===== src/rtl/apb_arbiter.sv =====
// Round-robin arbiter that serialises two command ports onto one APB3 master bus.
// Each accepted command runs as one setup/access transfer, with an access timeout.
module apb_arbiter #(
    parameter int unsigned TIMEOUT = 16
) (
    input  logic       cpu_clk,
    input  logic       cpu_rst,
    input  logic       req0_valid,
    input  logic       req0_write,
    input  logic [7:0] req0_addr,
    input  logic [7:0] req0_wdata,
    output logic       req0_ready,
    output logic       req0_done,
    output logic [7:0] req0_rdata,
    output logic       req0_err,
    input  logic       req1_valid,
    input  logic       req1_write,
    input  logic [7:0] req1_addr,
    input  logic [7:0] req1_wdata,
    output logic       req1_ready,
    output logic       req1_done,
    output logic [7:0] req1_rdata,
    output logic       req1_err,
    output logic       psel,
    output logic       penable,
    output logic       pwrite,
    output logic [7:0] paddr,
    output logic [7:0] pwdata,
    input  logic [7:0] prdata,
    input  logic       pready,
    input  logic       pslverr
);

    typedef enum logic [1:0] {IDLE, SETUP, ACCESS} state_t;

    localparam logic [7:0] CNT_LAST = 8'(TIMEOUT - 1);

    state_t     state, state_nxt;
    logic       owner, owner_nxt;
    logic       last_grant, last_nxt;
    logic [7:0] cnt, cnt_nxt;
    logic       psel_nxt, penable_nxt, pwrite_nxt;
    logic [7:0] paddr_nxt, pwdata_nxt;
    logic [1:0] ready_q, ready_nxt;
    logic [1:0] done_q, done_nxt;
    logic       err0_nxt, err1_nxt;
    logic [7:0] rdata0_nxt, rdata1_nxt;

    logic       pick;
    logic       sel_write;
    logic [7:0] sel_addr, sel_wdata;
    logic       fin_err, fin_load;
    logic [7:0] fin_rdata;

    // Tie goes to the port that did not finish last; otherwise the lone requester.
    assign pick      = (req0_valid && req1_valid) ? ~last_grant : ~req0_valid;
    assign sel_write = pick ? req1_write : req0_write;
    assign sel_addr  = pick ? req1_addr  : req0_addr;
    assign sel_wdata = pick ? req1_wdata : req0_wdata;

    assign req0_ready = ready_q[0];
    assign req1_ready = ready_q[1];
    assign req0_done  = done_q[0];
    assign req1_done  = done_q[1];

    always_comb begin
        state_nxt   = state;
        owner_nxt   = owner;
        last_nxt    = last_grant;
        cnt_nxt     = cnt;
        psel_nxt    = psel;
        penable_nxt = penable;
        pwrite_nxt  = pwrite;
        paddr_nxt   = paddr;
        pwdata_nxt  = pwdata;
        ready_nxt   = 2'b00;
        done_nxt    = 2'b00;
        err0_nxt    = req0_err;
        err1_nxt    = req1_err;
        rdata0_nxt  = req0_rdata;
        rdata1_nxt  = req1_rdata;
        fin_err     = 1'b1;
        fin_load    = 1'b1;
        fin_rdata   = 8'h00;
        unique case (state)
            IDLE: begin
                if (req0_valid || req1_valid) begin
                    owner_nxt   = pick;
                    psel_nxt    = 1'b1;
                    penable_nxt = 1'b0;
                    pwrite_nxt  = sel_write;
                    paddr_nxt   = sel_addr;
                    pwdata_nxt  = sel_write ? sel_wdata : 8'h00;
                    ready_nxt   = pick ? 2'b10 : 2'b01;
                    state_nxt   = SETUP;
                end
            end
            SETUP: begin
                penable_nxt = 1'b1;
                cnt_nxt     = 8'h00;
                state_nxt   = ACCESS;
            end
            ACCESS: begin
                if (pready || cnt == CNT_LAST) begin
                    // A late pready on the final wait cycle still completes normally.
                    if (pready) begin
                        fin_err   = pslverr;
                        fin_load  = ~pwrite;
                        fin_rdata = prdata;
                    end
                    psel_nxt    = 1'b0;
                    penable_nxt = 1'b0;
                    pwrite_nxt  = 1'b0;
                    pwdata_nxt  = 8'h00;
                    done_nxt    = owner ? 2'b10 : 2'b01;
                    last_nxt    = owner;
                    state_nxt   = IDLE;
                    if (owner) begin
                        err1_nxt = fin_err;
                        if (fin_load) rdata1_nxt = fin_rdata;
                    end else begin
                        err0_nxt = fin_err;
                        if (fin_load) rdata0_nxt = fin_rdata;
                    end
                end else begin
                    cnt_nxt = cnt + 8'd1;
                end
            end
            default: state_nxt = IDLE;
        endcase
    end

    always_ff @(posedge cpu_clk or posedge cpu_rst) begin
        if (cpu_rst) begin
            state      <= IDLE;
            owner      <= 1'b0;
            last_grant <= 1'b1;
            cnt        <= 8'h00;
            psel       <= 1'b0;
            penable    <= 1'b0;
            pwrite     <= 1'b0;
            paddr      <= 8'h00;
            pwdata     <= 8'h00;
            ready_q    <= 2'b00;
            done_q     <= 2'b00;
            req0_err   <= 1'b0;
            req1_err   <= 1'b0;
            req0_rdata <= 8'h00;
            req1_rdata <= 8'h00;
        end else begin
            state      <= state_nxt;
            owner      <= owner_nxt;
            last_grant <= last_nxt;
            cnt        <= cnt_nxt;
            psel       <= psel_nxt;
            penable    <= penable_nxt;
            pwrite     <= pwrite_nxt;
            paddr      <= paddr_nxt;
            pwdata     <= pwdata_nxt;
            ready_q    <= ready_nxt;
            done_q     <= done_nxt;
            req0_err   <= err0_nxt;
            req1_err   <= err1_nxt;
            req0_rdata <= rdata0_nxt;
            req1_rdata <= rdata1_nxt;
        end
    end

endmodule


===== config.mk =====
export PLATFORM = sky130hd
export DESIGN_NAME = apb_arbiter
export DESIGN_NICKNAME = d
export VERILOG_FILES = /design/src/rtl/apb_arbiter.sv
export SDC_FILE = /design/constraint.sdc
export NUM_CORES = 1
export LEC_CHECK = 0
export ABC_AREA = 1
export CAP_MARGIN = 40
export CORE_ASPECT_RATIO = 0.6
export CORE_MARGIN = 2
export CORE_UTILIZATION = 35
export DETAILED_ROUTE_END_ITERATION = 10
export PLACE_DENSITY_LB_ADDON = 0.1
export SETUP_SLACK_MARGIN = 0.05
export SLEW_MARGIN = 20
export SYNTH_ARGS = -nofsm -noshare
export SYNTH_HDL_FRONTEND = slang
export SYNTH_SLANG_ARGS = --single-unit

===== constraint.sdc =====
create_clock -name cpu_clk -period 1.69 [get_ports cpu_clk]
set_input_delay 0.169 -clock cpu_clk [delete_from_list [all_inputs] [get_ports cpu_clk]]
set_output_delay 0.169 -clock cpu_clk [all_outputs]
set_load 0.005 [all_outputs]

Word level (Yosys, flattened, before mapping)
Cells that the tools add are included.
W data, S select, Z words.
Word-level totals
  register bits: 53
  input bits: 48
  logic and storage cells: 74
Operators by class
  add/subtract/negate cells: 1
  eq/ne operators: 6
  mux-type cells: 31
  bitwise gates (word level): 4
  reductions and logical operators: 17
Operators with widths (number)
  $mux W8: 7
  $pmux W8 S2: 2
  $mux W2: 8
  $reduce_and A3 Y1: 4
  $mux W1: 10
  $add A8 B1 Y8 const B: 1
  $eq A8 B4 Y1 const B: 1
  $reduce_and A2 Y1: 4
  $reduce_and A4 Y1: 2
  $ne A2 B2 Y1 const B: 3
  $pmux W2 S3: 1
  $not A1 Y1: 4
  $pmux W1 S2: 2
  $reduce_bool A2 Y1: 2
  $pmux W1 S3: 1
  $reduce_bool A3 Y1: 1
  $eq A2 B1 Y1 const B: 1
  $eq A2 B2 Y1 const B: 1
  $logic_not A2 Y1: 1
  $logic_or A1 B1 Y1: 2
  $logic_and A1 B1 Y1: 1

Longest topological paths before layout
  depth after elaboration: 6
  mapped depth: 10
  mapped depth without buffers: 10

Worst setup path before layout
No wires, ideal clock.
  path kind: register -> register
  start point: register cnt[1]
  end point: register req0_rdata[0]
  arrival: 1.288 ns
  required time: 1.571 ns
  setup slack: 0.283 ns
  stages on the path, launching flop included: 10
  path buffers: 1
  cells stage by stage: dfrtp_1 -> ha_1 -> nand2_2 -> nor2_4 -> nand3_2 -> nand2_4 -> nand3_4 -> buf_6 -> nand2_1 -> o21ai_2
Between the ends
  word-level cells in the longest chain between the ends: 3
RTL lines
  start: declaration: RTL line 41  | logic [7:0] cnt, cnt_nxt;
  start signal: assignment: RTL line 154  | cnt <= cnt_nxt;
  $eq A8 B4 Y1: RTL line 104  | if (pready || cnt == CNT_LAST) begin
  $logic_or A1 B1 Y1: RTL line 104
  $reduce_and A4 Y1 (no source line)
  end signal: assignment: RTL line 164  | req0_rdata <= rdata0_nxt;
  end: declaration: RTL line 14  | output logic [7:0] req0_rdata,
No other way between the ends.
A chain may end at the register's enable or synchronous reset.

Worst setup path in the final report
  start point: register cnt[0]
  end point: register req0_rdata[1]
The elaborated chain is that of the path after synthesis.

==> results.yml <==
status:
  status: "finished, final reports clean"
routing:
  ant_nets: 0
  finalWirelength_mm: 6.38
  drc: 0
  via_per_inst: 4.57
  dr.pass1.iters: 5
  via_count: 2294
  drt_iter0_markers: 130
  wl_per_cell_um: 12.7
setup_path:
  crit_slowest_cell: "dfrtp_1"
  crit_fanout: 16
  worst_setup_path_start_kind: "flop"
  path_class: "flop to flop"
  critPathBufInv: 0
  cpPeakStageDelay_ns: 0.40
  cp_top_family: "simple AND/OR/NAND/NOR gates"
  cp.required_ns: 1.87
  r2r-start: "cnt[0]"
  reg2regPathDepth: 8
  cp-end-kind: "flop"
  crit_chain: "ha_4 > nand2_2 > nor2_4 > nand3_2 > nand2_4 > nand3_4 > nand2_1 > o21ai_2"
  rrSetupSlack_ns: 0.14
  rr_endpoint: "req0_rdata[1]"
  cp.arrival_ns: 1.74
cells_and_area:
  seq_area_um2: 1330
  final_util_pct: 53.2
  num-nets-final: 459
  area_delta_synth_final_pct: 48.6
  diodes: 0
  drive_above_1_share_pct: 16.1
  final.fill_count: 715
  multiInputGateArea_um2: 1120
floorplanning:
  io_pins: 89
  die_x_um: 115
  dieHeight_um: 70.5
  rows: 24
  start_util_pct: 35.8
  die-area_um2: 8100
  coreArea_um2: 7210
synth:
  synth_seq_area_share_pct: 51.5
  synth_nets: 355
  synth.distinct_cells: 29
  synthesis.area_um2: 2580
  synth_top_area_cell: "dfrtp_1"
  synth_top_area_share_pct: 50.4
  yosys_warnings: 0
  syn_inst: 306
  synth_area_per_cell_um2: 8.43
  synth_seq_cells: 53
  synth_area_leaders: "dfrtp_1, nand2_1, o21ai_2"
timing:
  fin_tns_setup_ns: 0
  fin_ws_ns: 0.135
  setup_viol: 0
  worstMarginPinSlew_ns: 0.338
  fmax_mhz: 643
  period_minus_slack_ns: 1.55
  report.final.slew_viol_count: 0
  skew_ns: 0.00572
  slew_headroom_pct: 77.4
  finalHoldViolations: 0
  rsz0062_at_grt: "true"
  post-route-period-util_pct: 92.0
global_route:
  grt_max_degree: 23
  grt_pass1_wl_mm: 10.8
  grt_pass1_vias: 2245
  grt-ovfl-total: 0
  antenna_found_initial: 0
  track_usage_pct: 16.9
worst_hold_path:
  hp-class: "input pin to async pin"
clocking:
  cts_root_buf: "clkbuf_16"
  ctsLongestPathBuffers: 2
  cts_tree: "built"
  cts_buffers: 5
  holdBufCountCts: 0
  insertion_delay_ns: 0.29
  clock_sinks: 53
  htreeDepth: 2
  path_clk_slew_ns: 0.07
power:
  peakVddDrop_mv: 0.506
  leakage_nw: 1.80
  power.density_nw_per_um2: 1460
  power_mw: 5.61
placed_design:
  post-place-ws_ns: 0.0788
  dp_hpwl_mm: 5.00
  io_buffers: 88
  place.gp.congestion: 0.765
run:
  drv_cap: 0
## metrics by stage
step / cells / instance area (um^2) / hold slack, ns
floorplan: 306 / 2580 / 0.357
global placement: 492 / 3650 / 0.458
detailed placement: 492 / 3650 / 0.462
CTS: 500 / 3800 / 0.141
global route: 502 / 3830 / 0.164
finish: 502 / 3830 / 0.136
## cells in the mapped netlist (all sizes together)
library cell and number:
nor2 29, ha 1, xor2 3, clkinv 2, nand4 2, clkbuf 3, o21bai 1, or2 2
nor3 1, dfrtp 52, a21oi 3, nand2 112, nand3 29, inv 21, dfstp 1, buf 6
o21ai 38
## cells by family after synthesis
group / Yosys count / share of synthesized area [%]
AOI/OAI and AO/OA: 42 / 11.2
xor gates and xnor gates: 3 / 1.02
adders and majority gates: 1 / 0.485
buffers and inverters: 32 / 6.06
DFF: 53 / 51.5
and+or+nand+nor: 175 / 29.8
## metal layers
| layer | up-vias | global-route usage, % | routed length [um] |
|---|---|---|---|
| li1 | 1184 | - | - |
| met1 | 1056 | 25.8 | 3290 |
| met5 | - | 0 | 0 |
| met3 | 5 | 4.69 | 333 |
| met2 | 49 | 23.5 | 2720 |
| met4 | 0 | 4.02 | 42 |
## power breakdown
group          switching, mW  internal [mW]
registers              0.341           1.77
logic                   1.11           1.34
clock network          0.482          0.558
total                   1.94           3.67
## flip-flops by register name, summed over array words and instances (netlist names)
| register | count |
|---|---|
| penable | 1 |
| cnt | 8 |
| done_q | 2 |
| last_grant | 1 |
| state | 2 |
| req1_err | 1 |
| pwrite | 1 |
| req1_rdata | 8 |
| paddr | 8 |
| owner | 1 |
| req0_rdata | 8 |
| req0_err | 1 |
| ready_q | 2 |
| psel | 1 |
| pwdata | 8 |
## cell type report
cell class                 instances  area share [%]
sequential                        53            34.6
tap                               91            2.97
clock inverter                     3           0.653
inverter                          23            2.25
multi-input combinational        221            29.1
timing repair buffer             106            27.1
clock buffer                       5            3.26
## timing repair
action	4_1_cts	5_1_grt
resized for setup	0	5
endpoints found under the setup margin	0	35
setup buffers	0	2
## worst max-delay path by stage
stage,from,end,slack [ns],cells past startpoint
floorplan,cpu_rst,cnt[0],0.24,1
global placement,pready,req1_rdata[5],0.09,6
detailed placement,cnt[1],cnt[4],0.08,8
CTS,cnt[1],cnt[4],0.06,8
global route,cnt[0],req0_rdata[1],-0.003,8
finish,cnt[0],req0_rdata[1],0.14,8
## cell usage in the layout, fill, tap and decap left out, types with 2 or more instances in the layout
master,count
inv_1,16
nand3_2,2
or2_2,2
nand3_1,25
clkinv_1,2
xor2_1,3
nand2_1,105
nand4_1,2
inv_2,5
dfrtp_1,52
nand2_2,6
buf_4,16
buf_12,2
nor2_1,27
o21ai_0,21
clkdlybuf4s50_1,88
clkbuf_16,5
nand3_4,2
o21ai_2,16
nor2_4,2
Power figures use the tool's default switching activity.
==> variant (config.mk and constraints unchanged) <==
Encoding of `state_t`: now one-hot (3 bits for 3 states).
--- a/src/rtl/apb_arbiter.sv
+++ b/src/rtl/apb_arbiter.sv
@@ -32,5 +32,5 @@
 );
 
-    typedef enum logic [1:0] {IDLE, SETUP, ACCESS} state_t;
+    typedef enum logic [2:0] {IDLE = 3'b001, SETUP = 3'b010, ACCESS = 3'b100} state_t;
 
     localparam logic [7:0] CNT_LAST = 8'(TIMEOUT - 1);
Check against the original RTL: same outputs for any inputs over 10 cycles, from zero or initial values and one cycle with cpu_rst high; not proved beyond that.
==> variant against the original RTL <==
  * Cell area increased by 0.69%
  * Routed wire length grew 4.9%
  * Global-route usage down 0.35 points
  * Synthesized area barely moved
  * Worst setup slack lost 0.022 ns
  * Sequential cell count rose by 1
  * Power fell by 1.9%
  * Largest power group unchanged
  * Critical endpoint is now req1_rdata[5]
==> variant: results <==
metrics = {
    "outcome": {
        "status": "finished clean",
    },
    "critical_path": {
        "cp_max_fo": 9,
        "arrival_ns": 1.76,
    },
    "global_routing": {
        "grt_max_degree": 20,
        "grt_pass1_wl_um": 10400,
        "antenna_found_initial": 0,
        "grtUsageTotal": 0.165,
    },
    "layout": {
        "drive_gt1_frac": 0.189,
        "fill_cells": 691,
        "finalNetCount": 434,
        "n_antenna_cell": 0,
    },
    "synthesis": {
        "synth_compound_area_frac": 0.137,
        "synthMuxAreaShare": 0,
        "ys_top_cells_by_count": "nand2_1 (101), dfrtp_1 (52), o21ai_2 (23)",
        "mappedNetlistNets": 334,
        "synth_xor_area_frac": 0.0102,
        "synth-adder-area-share": 0.00485,
        "synth_area_leaders": "dfrtp_1 (50%), nand2_1 (15%), o21ai_2 (7.8%)",
        "syn_area_per_cell_um2": 9.06,
        "async_reset_ff_frac": 1.00,
        "synth.distinct_cells": 28,
        "ys_seq_area_frac": 0.524,
        "yosys_warnings": 0,
    },
    "clock_tree": {
        "ctsRootBufferMaster": "clkbuf_16",
        "worst_skew_pair.late_latency_ns": 0.29,
        "clk_pin_slew_worst_paths_ns": 0.07,
        "numCtsBuffers": 5,
        "clock_path_buffers": 2,
        "htree_levels": 2,
        "hold_buffers": 0,
    },
    "power_and_ir_drop": {
        "peakVddDrop_v": 0.000538,
        "leakage_nw": 1.74,
    },
    "detailed_routing": {
        "dr.pass1.iters": 4,
        "first_iter_violations": 100,
        "drt-total-wl_um": 6700,
        "vias": 2218,
        "drt-vias-per-instance": 4.65,
    },
    "timing": {
        "worstMarginPinSlew_ns": 0.511,
        "clock_skew_ns": 0.00382,
    },
    "placement": {
        "place_congestion": 0.766,
        "placed_area_mm2": 0.00361,
        "dp_hpwl_um": 4670,
        "place_worst_setup_slack_ns": 0.118,
        "dp.cells": 465,
        "io_buffers": 88,
    },
    "min_path": {
        "min_path_type": "in2async",
    },
}
-- variant: cell count changes after synthesis, sizes merged, moves of 2 or more --
cell / unedited run / this run
nor3b: 0 / 2
nand3: 29 / 14
clkbuf: 3 / 1
inv: 21 / 18
nor3: 1 / 3
o21ai: 38 / 48
nand2: 112 / 108
nor2: 29 / 18
-- variant: kinds of logic after synthesis --
logic type,Yosys count
and+or+nand+nor,148
buffers and inverters,27
xor gates and xnor gates,3
AOI/OAI and AO/OA,52
DFF,54
adders and majority gates,1
-- variant: power by group --
part	switching, W	leakage (nW)	internal (W)
clock network	0.000471	0.0836	0.000695
logic	0.00114	0.945	0.00117
registers	0.000278	0.708	0.00175
total	0.00189	1.74	0.00361
-- variant: cell type report --
class	instances	area [µm²]	area share
clock buffers	5	125	0.0324
clock inverters	3	40.0	0.0104
inverters	19	71.3	0.0185
multi-input cells	207	1180	0.305
flip-flops and latches	54	1350	0.351
well taps	91	114	0.0295
repair buffers	98	981	0.254
-- variant: worst paths after layout --
check / cells past startpoint / end / slack [ns] / start
setup / recovery: 6 / req1_rdata[5] / 0.11 / state[1]
hold reg to reg: 2 / req0_err / 0.48 / req0_err
setup reg to reg: 6 / req1_rdata[5] / 0.11 / state[1]
hold / removal: 2 / pwdata[4] / 0.21 / cpu_rst
max in group asynchronous: 3 / state[0] / 0.93 / cpu_rst
min in group cpu_clk: 2 / req0_err / 0.48 / req0_err
-- variant: layer usage --
metal	vias to the layer above	wire (µm)	track usage
li1	1126	-	-
met1	1026	3190	0.231
met2	61	2910	0.236
met3	5	544	0.0712
met4	0	48	0.0402
met5	-	0	0
-- variant: worst max-delay path, stage by stage (launching register included) --
cell and delay, ns:
dfrtp_1 0.40, inv_2 0.09, nand3_4 0.14, a21oi_2 0.44, nand3_4 0.21, nand2_1 0.13, o21ai_2 0.06
-- variant: repair_timing --
item,CTS,global route
gates resized for setup,0,9
buffers inserted,0,1
endpoints found under the setup margin,0,37
-- variant: per-stage QoR --
step                      utilization  power, W
after floorplan                     -   0.00311
after global placement          0.501   0.00423
after detailed placement        0.501   0.00424
after CTS                       0.524   0.00543
after global routing            0.536   0.00589
final                           0.536   0.00550
